### config.mk
export PLATFORM = sky130hd
export DESIGN_NAME = dcache_req_arbiter
export DESIGN_NICKNAME = d
export VERILOG_FILES = /design/src/rtl/dcache_arb_pkg.sv /design/src/rtl/dcache_req_arbiter_rr.sv /design/src/rtl/dcache_req_arbiter.sv
export SDC_FILE = /design/constraint.sdc
export NUM_CORES = 1
export LEC_CHECK = 0
export ABC_AREA = 1
export CAP_MARGIN = 0
export CORE_AREA = 2 2 525 527
export CTS_CLUSTER_SIZE = 16
export DETAILED_ROUTE_END_ITERATION = 10
export DIE_AREA = 0 0 527 529
export PLACE_DENSITY = 0.3
export SYNTH_ARGS = -nofsm -noshare
export SYNTH_HDL_FRONTEND = slang
export SYNTH_SLANG_ARGS = --single-unit
### constraint.sdc
create_clock -name clk -period 26.8 [get_ports clk]
set_input_delay 6.7 -clock clk [delete_from_list [all_inputs] [get_ports clk]]
set_output_delay 6.7 -clock clk [all_outputs]
set_load 0.01 [all_outputs]
### src/rtl/dcache_arb_pkg.sv
// Shared definitions for the dcache request arbiter: ID/tag widths, arbiter
// state encoding and the tag pack/unpack helpers.
package dcache_arb_pkg;

  localparam int TAG_MAX_W = 64;
  typedef logic [TAG_MAX_W-1:0] tag_max_t;

  typedef enum logic {
    ARB_FREE   = 1'b0,
    ARB_LOCKED = 1'b1
  } arb_state_e;

  function automatic int id_w(input int num_reqs);
    return (num_reqs > 1) ? $clog2(num_reqs) : 1;
  endfunction

  function automatic int tag_out_w(input int tag_in_w, input int num_reqs);
    return tag_in_w + id_w(num_reqs);
  endfunction

  // Requester ID sits in the LSBs of the outgoing tag.
  function automatic tag_max_t tag_pack(input tag_max_t tag_in, input tag_max_t id, input int idw);
    return (tag_in << idw) | id;
  endfunction

  function automatic tag_max_t tag_strip(input tag_max_t tag_out, input int idw);
    return tag_out >> idw;
  endfunction

  function automatic tag_max_t tag_id(input tag_max_t tag_out, input int idw);
    return tag_out & ((tag_max_t'(1) << idw) - tag_max_t'(1));
  endfunction

endpackage

### src/rtl/dcache_req_arbiter_rr.sv
// Round-robin priority picker with lock: while locked the owner wins outright,
// otherwise the first requester at or above the pointer (with wrap) wins.
module rr_arbiter #(
  parameter int N   = 2,
  parameter int IDW = 1
) (
  input  logic [N-1:0]   i_req,
  input  logic           i_lock,
  input  logic [IDW-1:0] i_owner,
  input  logic [IDW-1:0] i_ptr,
  output logic [N-1:0]   o_grant,
  output logic [IDW-1:0] o_idx
);

  logic           w_found;
  logic [IDW-1:0] w_cand;

  always_comb begin
    o_grant = '0;
    o_idx   = i_owner;
    w_found = i_lock;
    w_cand  = '0;
    if (!i_lock) begin
      o_idx = '0;
      for (int k = 0; k < N; k++) begin
        w_cand = IDW'((int'(i_ptr) + k) % N);
        if (!w_found && i_req[w_cand]) begin
          w_found = 1'b1;
          o_idx   = w_cand;
        end
      end
    end
    for (int r = 0; r < N; r++)
      o_grant[r] = w_found && (o_idx == IDW'(r));
  end

endmodule

### src/rtl/dcache_req_arbiter.sv
// Shares one lane-parallel dcache port among NUM_REQS requesters: locked
// round-robin request arbitration plus a one-entry registered response stage.
module dcache_req_arbiter import dcache_arb_pkg::*; #(
  parameter  int NUM_REQS  = 2,
  parameter  int NUM_LANES = 4,
  parameter  int ADDR_W    = 30,
  parameter  int DATA_W    = 32,
  parameter  int TAG_IN_W  = 16,
  localparam int ID_W      = id_w(NUM_REQS),
  localparam int TAG_OUT_W = tag_out_w(TAG_IN_W, NUM_REQS)
) (
  input  logic                                                clk,
  input  logic                                                reset,
  input  logic [NUM_REQS-1:0][NUM_LANES-1:0]                  i_req_valid,
  input  logic [NUM_REQS-1:0][NUM_LANES-1:0]                  i_req_rw,
  input  logic [NUM_REQS-1:0][NUM_LANES-1:0][ADDR_W-1:0]      i_req_addr,
  input  logic [NUM_REQS-1:0][NUM_LANES-1:0][DATA_W/8-1:0]    i_req_byteen,
  input  logic [NUM_REQS-1:0][NUM_LANES-1:0][DATA_W-1:0]      i_req_data,
  input  logic [NUM_REQS-1:0][NUM_LANES-1:0][TAG_IN_W-1:0]    i_req_tag,
  output logic [NUM_REQS-1:0][NUM_LANES-1:0]                  o_req_ready,
  output logic [NUM_LANES-1:0]                                o_mem_req_valid,
  output logic [NUM_LANES-1:0]                                o_mem_req_rw,
  output logic [NUM_LANES-1:0][ADDR_W-1:0]                    o_mem_req_addr,
  output logic [NUM_LANES-1:0][DATA_W/8-1:0]                  o_mem_req_byteen,
  output logic [NUM_LANES-1:0][DATA_W-1:0]                    o_mem_req_data,
  output logic [NUM_LANES-1:0][TAG_OUT_W-1:0]                 o_mem_req_tag,
  input  logic [NUM_LANES-1:0]                                i_mem_req_ready,
  input  logic                                                i_mem_rsp_valid,
  input  logic [NUM_LANES-1:0]                                i_mem_rsp_tmask,
  input  logic [NUM_LANES-1:0][DATA_W-1:0]                    i_mem_rsp_data,
  input  logic [TAG_OUT_W-1:0]                                i_mem_rsp_tag,
  output logic                                                o_mem_rsp_ready,
  output logic [NUM_REQS-1:0]                                 o_rsp_valid,
  output logic [NUM_LANES-1:0]                                o_rsp_tmask,
  output logic [NUM_LANES-1:0][DATA_W-1:0]                    o_rsp_data,
  output logic [TAG_IN_W-1:0]                                 o_rsp_tag,
  input  logic [NUM_REQS-1:0]                                 i_rsp_ready,
  output logic [31:0]                                         o_perf_stalls
);

  arb_state_e               r_state, w_state_nxt;
  logic [ID_W-1:0]          r_owner, w_owner_nxt;
  logic [ID_W-1:0]          r_ptr, w_ptr_nxt;
  logic [31:0]              r_perf_stalls;
  logic [NUM_REQS-1:0]      w_req_any;
  logic [NUM_REQS-1:0]      w_grant;
  logic [ID_W-1:0]          w_sel;
  logic [NUM_LANES-1:0]     w_sel_valid;
  logic                     w_any;
  logic                     w_done;
  logic                     w_stall;

  for (genvar r = 0; r < NUM_REQS; r++) begin : g_req
    assign w_req_any[r]   = |i_req_valid[r];
    assign o_req_ready[r] = w_grant[r] ? i_mem_req_ready : '0;
  end

  rr_arbiter #(.N(NUM_REQS), .IDW(ID_W)) u_rr (
    .i_req   (w_req_any),
    .i_lock  (r_state == ARB_LOCKED),
    .i_owner (r_owner),
    .i_ptr   (r_ptr),
    .o_grant (w_grant),
    .o_idx   (w_sel)
  );

  assign w_sel_valid      = i_req_valid[w_sel];
  assign w_any            = |w_sel_valid;
  assign w_done           = w_any && ((w_sel_valid & ~i_mem_req_ready) == '0);
  assign o_mem_req_valid  = w_sel_valid;
  assign o_mem_req_rw     = i_req_rw[w_sel];
  assign o_mem_req_addr   = i_req_addr[w_sel];
  assign o_mem_req_byteen = i_req_byteen[w_sel];
  assign o_mem_req_data   = i_req_data[w_sel];

  for (genvar l = 0; l < NUM_LANES; l++) begin : g_tag
    assign o_mem_req_tag[l] = TAG_OUT_W'(tag_pack(tag_max_t'(i_req_tag[w_sel][l]),
                                                  tag_max_t'(w_sel), ID_W));
  end

  always_ff @(posedge clk) begin
    if (reset) begin
      r_state <= ARB_FREE;
      r_owner <= '0;
      r_ptr   <= '0;
    end else begin
      r_state <= w_state_nxt;
      r_owner <= w_owner_nxt;
      r_ptr   <= w_ptr_nxt;
    end
  end

  // An owner that drops all its lanes releases the lock without moving the pointer.
  always_comb begin
    w_state_nxt = r_state;
    w_owner_nxt = r_owner;
    w_ptr_nxt   = r_ptr;
    if (w_any) begin
      if (w_done) begin
        w_state_nxt = ARB_FREE;
        w_ptr_nxt   = (w_sel == ID_W'(NUM_REQS - 1)) ? '0 : w_sel + ID_W'(1);
      end else begin
        w_state_nxt = ARB_LOCKED;
        w_owner_nxt = w_sel;
      end
    end else if (r_state == ARB_LOCKED) begin
      w_state_nxt = ARB_FREE;
    end
  end

  assign w_stall = |(w_req_any & ~w_grant);

  always_ff @(posedge clk) begin
    if (reset)        r_perf_stalls <= '0;
    else if (w_stall) r_perf_stalls <= r_perf_stalls + 32'd1;
  end

  assign o_perf_stalls = r_perf_stalls;

  logic                            r_rsp_valid;
  logic [NUM_LANES-1:0]            r_rsp_tmask;
  logic [NUM_LANES-1:0][DATA_W-1:0] r_rsp_data;
  logic [TAG_OUT_W-1:0]            r_rsp_tag;
  logic [ID_W-1:0]                 w_rsp_id;
  logic                            w_rsp_ready;

  assign w_rsp_id    = ID_W'(tag_id(tag_max_t'(r_rsp_tag), ID_W));
  // Only the addressed requester's ready can hold the register.
  assign w_rsp_ready = ~(r_rsp_valid & ~i_rsp_ready[w_rsp_id]);

  always_ff @(posedge clk) begin
    if (reset)            r_rsp_valid <= 1'b0;
    else if (w_rsp_ready) r_rsp_valid <= i_mem_rsp_valid;
  end

  always_ff @(posedge clk) begin
    if (w_rsp_ready && i_mem_rsp_valid) begin
      r_rsp_tmask <= i_mem_rsp_tmask;
      r_rsp_data  <= i_mem_rsp_data;
      r_rsp_tag   <= i_mem_rsp_tag;
    end
  end

  for (genvar r = 0; r < NUM_REQS; r++) begin : g_rsp
    assign o_rsp_valid[r] = r_rsp_valid && (w_rsp_id == ID_W'(r));
  end

  assign o_mem_rsp_ready = w_rsp_ready;
  assign o_rsp_tmask     = r_rsp_tmask;
  assign o_rsp_data      = r_rsp_data;
  assign o_rsp_tag       = TAG_IN_W'(tag_strip(tag_max_t'(r_rsp_tag), ID_W));

endmodule

After elaboration in Yosys (flattened, before gate mapping)
Cells that the tools add are included.
{"block": "totals", "ff_bits": 185, "input_bits": 830, "output_inout_bits": 531, "word_cells": 80}
{"block": "classes", "add_sub_neg": 3, "n_lt_le_gt_ge": 4, "mux": 29, "bitwise": 15, "reduce_logical": 18}
{"operator": "two-way mux 128 bit", "n": 2}
{"operator": "two-way mux 120 bit", "n": 2}
{"operator": "two-way mux 64 bit", "n": 2}
{"operator": "bitwise OR 17 x 1 -> 17 bit", "n": 4}
{"operator": "adder 32 x 1 -> 32 bit, second input constant", "n": 1}
{"operator": "two-way mux 16 bit", "n": 2}
{"operator": "two-way mux 4 bit", "n": 6}
{"operator": "two-way mux 1 bit", "n": 15}
{"operator": "OR reduction 4 bit", "n": 3}
{"operator": "logical AND 1 bit", "n": 8}
{"operator": "< comparator 1 x 2 -> 1 bit, second input constant", "n": 4}
{"operator": "inverter 1 bit", "n": 6}
{"operator": "AND 4 bit", "n": 1}
{"operator": "zero test 4 bit", "n": 1}
{"operator": "inverter 4 bit", "n": 1}
{"operator": "AND reduction 2 bit", "n": 2}
{"operator": "OR reduction 2 bit", "n": 2}
{"operator": "adder 1 bit, second input constant", "n": 2}
{"operator": "AND 2 bit", "n": 1}
{"operator": "zero test 1 bit", "n": 2}
{"operator": "inverter 2 bit", "n": 1}
{"operator": "AND 1 bit", "n": 1}

Logic depth before layout (Yosys ltp)
{"block": "logic_depth", "ltp_word": 17, "depth_mapped": 12, "depth_no_buf": 11}

Cells and area by module
A second synthesis with hierarchy kept.
{"block": "unflattened", "cells_unflattened": 1604, "hier_area_um2": 10908.0}
{"module": "dcache_req_arbiter", "n_inst": 1, "cells_per_inst": 1594, "area_each_um2": 10859.2, "seq_area_each_um2": 5195.0}
{"module": "rr_arbiter", "n_inst": 1, "cells_per_inst": 10, "area_each_um2": 48.8, "seq_area_each_um2": 0.0}

Worst setup path after synthesis
OpenSTA, ideal clock, no wires.
{"block": "synth_path", "path_type": "input to output", "start": "input port i_req_valid[5] (netlist bit)", "end": "output port o_mem_req_tag[61] (netlist bit)", "arrival_ps": 7817, "required_ps": 20100, "slack_ps": 12283, "stages": 8, "n_path_buf": 3, "cell_sequence": "nor2_1 -> nand3_1 -> nand3_4 -> buf_6 -> buf_2 -> buf_2 -> nand2_1 -> nand2_1"}
{"item": "start, declared", "line_no": "dcache_req_arbiter.sv:14", "text": "input logic [NUM_REQS-1:0][NUM_LANES-1:0] i_req_valid,"}
{"item": "end, declared", "line_no": "dcache_req_arbiter.sv:26", "text": "output logic [NUM_LANES-1:0][TAG_OUT_W-1:0] o_mem_req_tag,"}

==> reports/metrics.csv <==
metric,value,unit
status,completed,
average via count per standard cell,2.60,
data required time at the worst endpoint,20.10,ns
pre-CTS worst setup slack,8.12,ns
count of filler cells inserted in the layout,31728,
Pre-Repair DR Iteration Count,5,
clock latency reported for the late side of the worst-skew pair,0.55,ns
"Critical Path, Cell by Cell","clkdlybuf4s50_1, nor2_1, nand3_1, nand3_4, buf_4, buf_4, buf_4, nand2_1, nand2_1, clkdlybuf4s50_1",
pwr dens,59.6,nW/um2
highest clock rate,53.8,MHz
number of standard cells after synthesis,1609,
number of resized instances in the post-cts repair step,0,
x dimension of the die,527,um
register clock-pin slew on the reported worst setup and hold paths,0.06,ns
number of global-route vias before repair,16730,
Post-Synthesis Net Count,2440,
final wirelength,208000,um
max incr delay on CP,0.86,ns
post-layout minimum cycle time,18.59,ns
setup repair after global routing missed its margin,false,
critical path class,in2out,
worst setup margin,8.21,ns
HPWL reported at the end of detailed placement,190000,um
root cell of the clock tree,sky130_fd_sc_hd__clkbuf_16,
remaining number of nets flagged by the antenna check after routing,0,
global placer's final weighted congestion,1.05,
"Slew Viols, Final",0,
Worst VDD drop,0.0000312,V
I/O pin total,1361,
synthesized area per cell,6.96,um2
count of input and output buffers,1360,
final setup vio count,0,
CP Max Fanout,76,
Avg WL per Cell,31.9,um
TritonCTS clock tree,yes,
type of the tightest min-delay check,reg2reg,
most frequent CP cell,sky130_fd_sc_hd__buf_4,
via total after detailed routing,16919,
transition time at the pin with the least slew margin,1.09,ns
netlist area before placement,11200,um2
die area,279000,um2
area of all sequential standard cells,5190,um2
GR Util All Layers,0.142,
arrival time reported for the critical path endpoint,11.89,ns
Critical Path Source Type,input pin,
Synth-to-Final Area Change,163,%
maximum capacitance violations,0,
number of antenna violations at the first check in global routing,117,
element type at the critical path end,output port,
warnings from Yosys,0,
most frequent standard cell in the layout excluding fill and tap cells,sky130_fd_sc_hd__clkdlybuf4s50_1,
Post-CTS Setup Inserts,0,
share of post-route cells with drive strength above 1,0.0193,
number of nets in the layout,3734,
static power due to leakage,10.9,nW
drc violations,0,
Std-Cell Core Area,273000,um2
library cell contributing the largest single delay on the critical path,sky130_fd_sc_hd__buf_4,
total congestion overflow,0,
die outline height,529,um
Max Buffers Root-to-Sink,3,
register-to-register path setup slack,22.74,ns
Total Negative Setup Slacks,0,ns
number of hold buffers added after cts,0,
worst-case headroom to the max-slew limit,0.273,
Synth Register Bits,185,
number of placement rows,192,
Synth cell types,31,
CTS buffer count,25,
maximum number of pins on one net before global-route repair,88,
post-synthesis sequential area ratio,0.464,
portion of the clock cycle consumed by the worst path in the final layout,0.694,
final hold violations,0,
H-tree levels,4,
number of sinks driven by the clock tree,185,
first-pass GRT wire length,244000,um
starting density of the core,0.0410,
footprint of the multi-input gates,5120,um2
number of DRC markers after the initial detailed-route iteration,1149,
worst-case clock skew,0.0347,ns
most frequent cells in the layout,"sky130_fd_sc_hd__clkdlybuf4s50_1 (1359), sky130_fd_sc_hd__nand2_1 (1104), sky130_fd_sc_hd__edfxtp_1 (149), sky130_fd_sc_hd__nor2_1 (43), sky130_fd_sc_hd__inv_1 (40)",
==> critical path, delay by kind of cell <==
kind,cells,cell delay [ns]
buffers and inverters,5,3.51
and+or+nand+nor,5,1.36
==> cell type report <==
type / instances / area share
Timing Repair Buffer: 1371 / 0.466
Sequential cell: 185 / 0.177
Multi-Input combinational cell: 1278 / 0.174
Tap cell: 3589 / 0.153
Clock buffer: 26 / 0.0217
Inverter: 42 / 0.00566
Clock inverter: 7 / 0.00153
Antenna cell: 17 / 0.00145
==> per-stage QoR <==
stage,hold WS (ns),cell area [um2],util,power (mW),instances
final,0.501,29400,0.108,1.75,6515
after global routing,0.536,29400,0.108,1.84,6499
after CTS,0.509,29400,0.108,1.81,6498
after detailed placement,0.495,28700,0.105,1.48,6465
after global placement,0.478,28700,0.105,1.49,6465
after floorplan,0.452,11200,-,0.674,1609
==> cell usage after synthesis <==
| library cell | number | area share |
|---|---|---|
| sky130_fd_sc_hd__nor2_2 | 1 | 0.00056 |
| sky130_fd_sc_hd__nand2_2 | 4 | 0.0022 |
| sky130_fd_sc_hd__nand4_1 | 8 | 0.0045 |
| sky130_fd_sc_hd__nor2_1 | 44 | 0.015 |
| sky130_fd_sc_hd__nor3_1 | 24 | 0.011 |
| sky130_fd_sc_hd__inv_2 | 1 | 0.00034 |
| sky130_fd_sc_hd__xor2_1 | 13 | 0.010 |
| sky130_fd_sc_hd__clkinv_2 | 1 | 0.00045 |
| sky130_fd_sc_hd__inv_1 | 40 | 0.013 |
| sky130_fd_sc_hd__a21boi_0 | 1 | 0.00067 |
| sky130_fd_sc_hd__dfxtp_1 | 36 | 0.064 |
| sky130_fd_sc_hd__buf_6 | 25 | 0.025 |
| sky130_fd_sc_hd__nand2_4 | 1 | 0.0010 |
| sky130_fd_sc_hd__and3_1 | 4 | 0.0022 |
| sky130_fd_sc_hd__xnor2_1 | 10 | 0.0078 |
| sky130_fd_sc_hd__or2_2 | 1 | 0.00056 |
| sky130_fd_sc_hd__a21oi_1 | 33 | 0.015 |
| sky130_fd_sc_hd__o21ai_0 | 7 | 0.0031 |
| sky130_fd_sc_hd__ha_1 | 1 | 0.0011 |
| sky130_fd_sc_hd__nand3_1 | 14 | 0.0063 |
| sky130_fd_sc_hd__nor2_4 | 1 | 0.0010 |
| sky130_fd_sc_hd__mux2_2 | 1 | 0.0010 |
| sky130_fd_sc_hd__nor3b_1 | 1 | 0.00067 |
| sky130_fd_sc_hd__edfxtp_1 | 149 | 0.40 |
| sky130_fd_sc_hd__o21ai_1 | 3 | 0.0013 |
| sky130_fd_sc_hd__nand2_1 | 1104 | 0.37 |
| sky130_fd_sc_hd__buf_4 | 23 | 0.015 |
| sky130_fd_sc_hd__nand3_4 | 1 | 0.0016 |
| sky130_fd_sc_hd__clkbuf_1 | 9 | 0.0030 |
| sky130_fd_sc_hd__or2_0 | 1 | 0.00056 |
| sky130_fd_sc_hd__buf_2 | 47 | 0.021 |
==> path summary, 6_finish.rpt <==
path         cells past startpoint             endpoint      startpoint
min                              2              r_owner         r_owner
max                             10  o_mem_req_data[102]  i_req_valid[5]
min reg2reg                      2              r_owner         r_owner
max reg2reg                      6       o_rsp_tmask[0]    r_rsp_tag[0]
==> power by group <==
group	internal (mW)	leakage, nW	switching (mW)
Sequential	0.330	1.73	0.0102
Combinational	0.418	8.86	0.681
Clock	0.171	0.332	0.142
==> layer usage <==
metal,share of wire,GRT usage,up-vias
li1,-,-,7573
met1,0.44,0.183,8030
met2,0.44,0.222,1054
met3,0.11,0.0685,214
met4,0.0091,0.00902,48
met5,0.0013,0,-
==> cell families (layout without fill, tap and decap cells) <==
kind of cell,Yosys count,count (layout),synth area share
buffers and inverters,146,1446,0.0788
other,0,17,0
AOI/OAI and AO/OA,44,44,0.0199
adders and majority gates,1,1,0.00112
DFF,185,185,0.464
and+or+nand+nor,1209,1209,0.417
xor gates and xnor gates,23,23,0.0180
muxes,1,1,0.00101
==> state kept, by name (all words and copies together) (netlist names) <==
signal	flops
r_owner	1
r_state	1
r_rsp_valid	1
o_perf_stalls	32
r_ptr	1
o_rsp_data	128
r_rsp_tag	17
o_rsp_tmask	4
No activity file was read; power rests on OpenSTA's default activity.
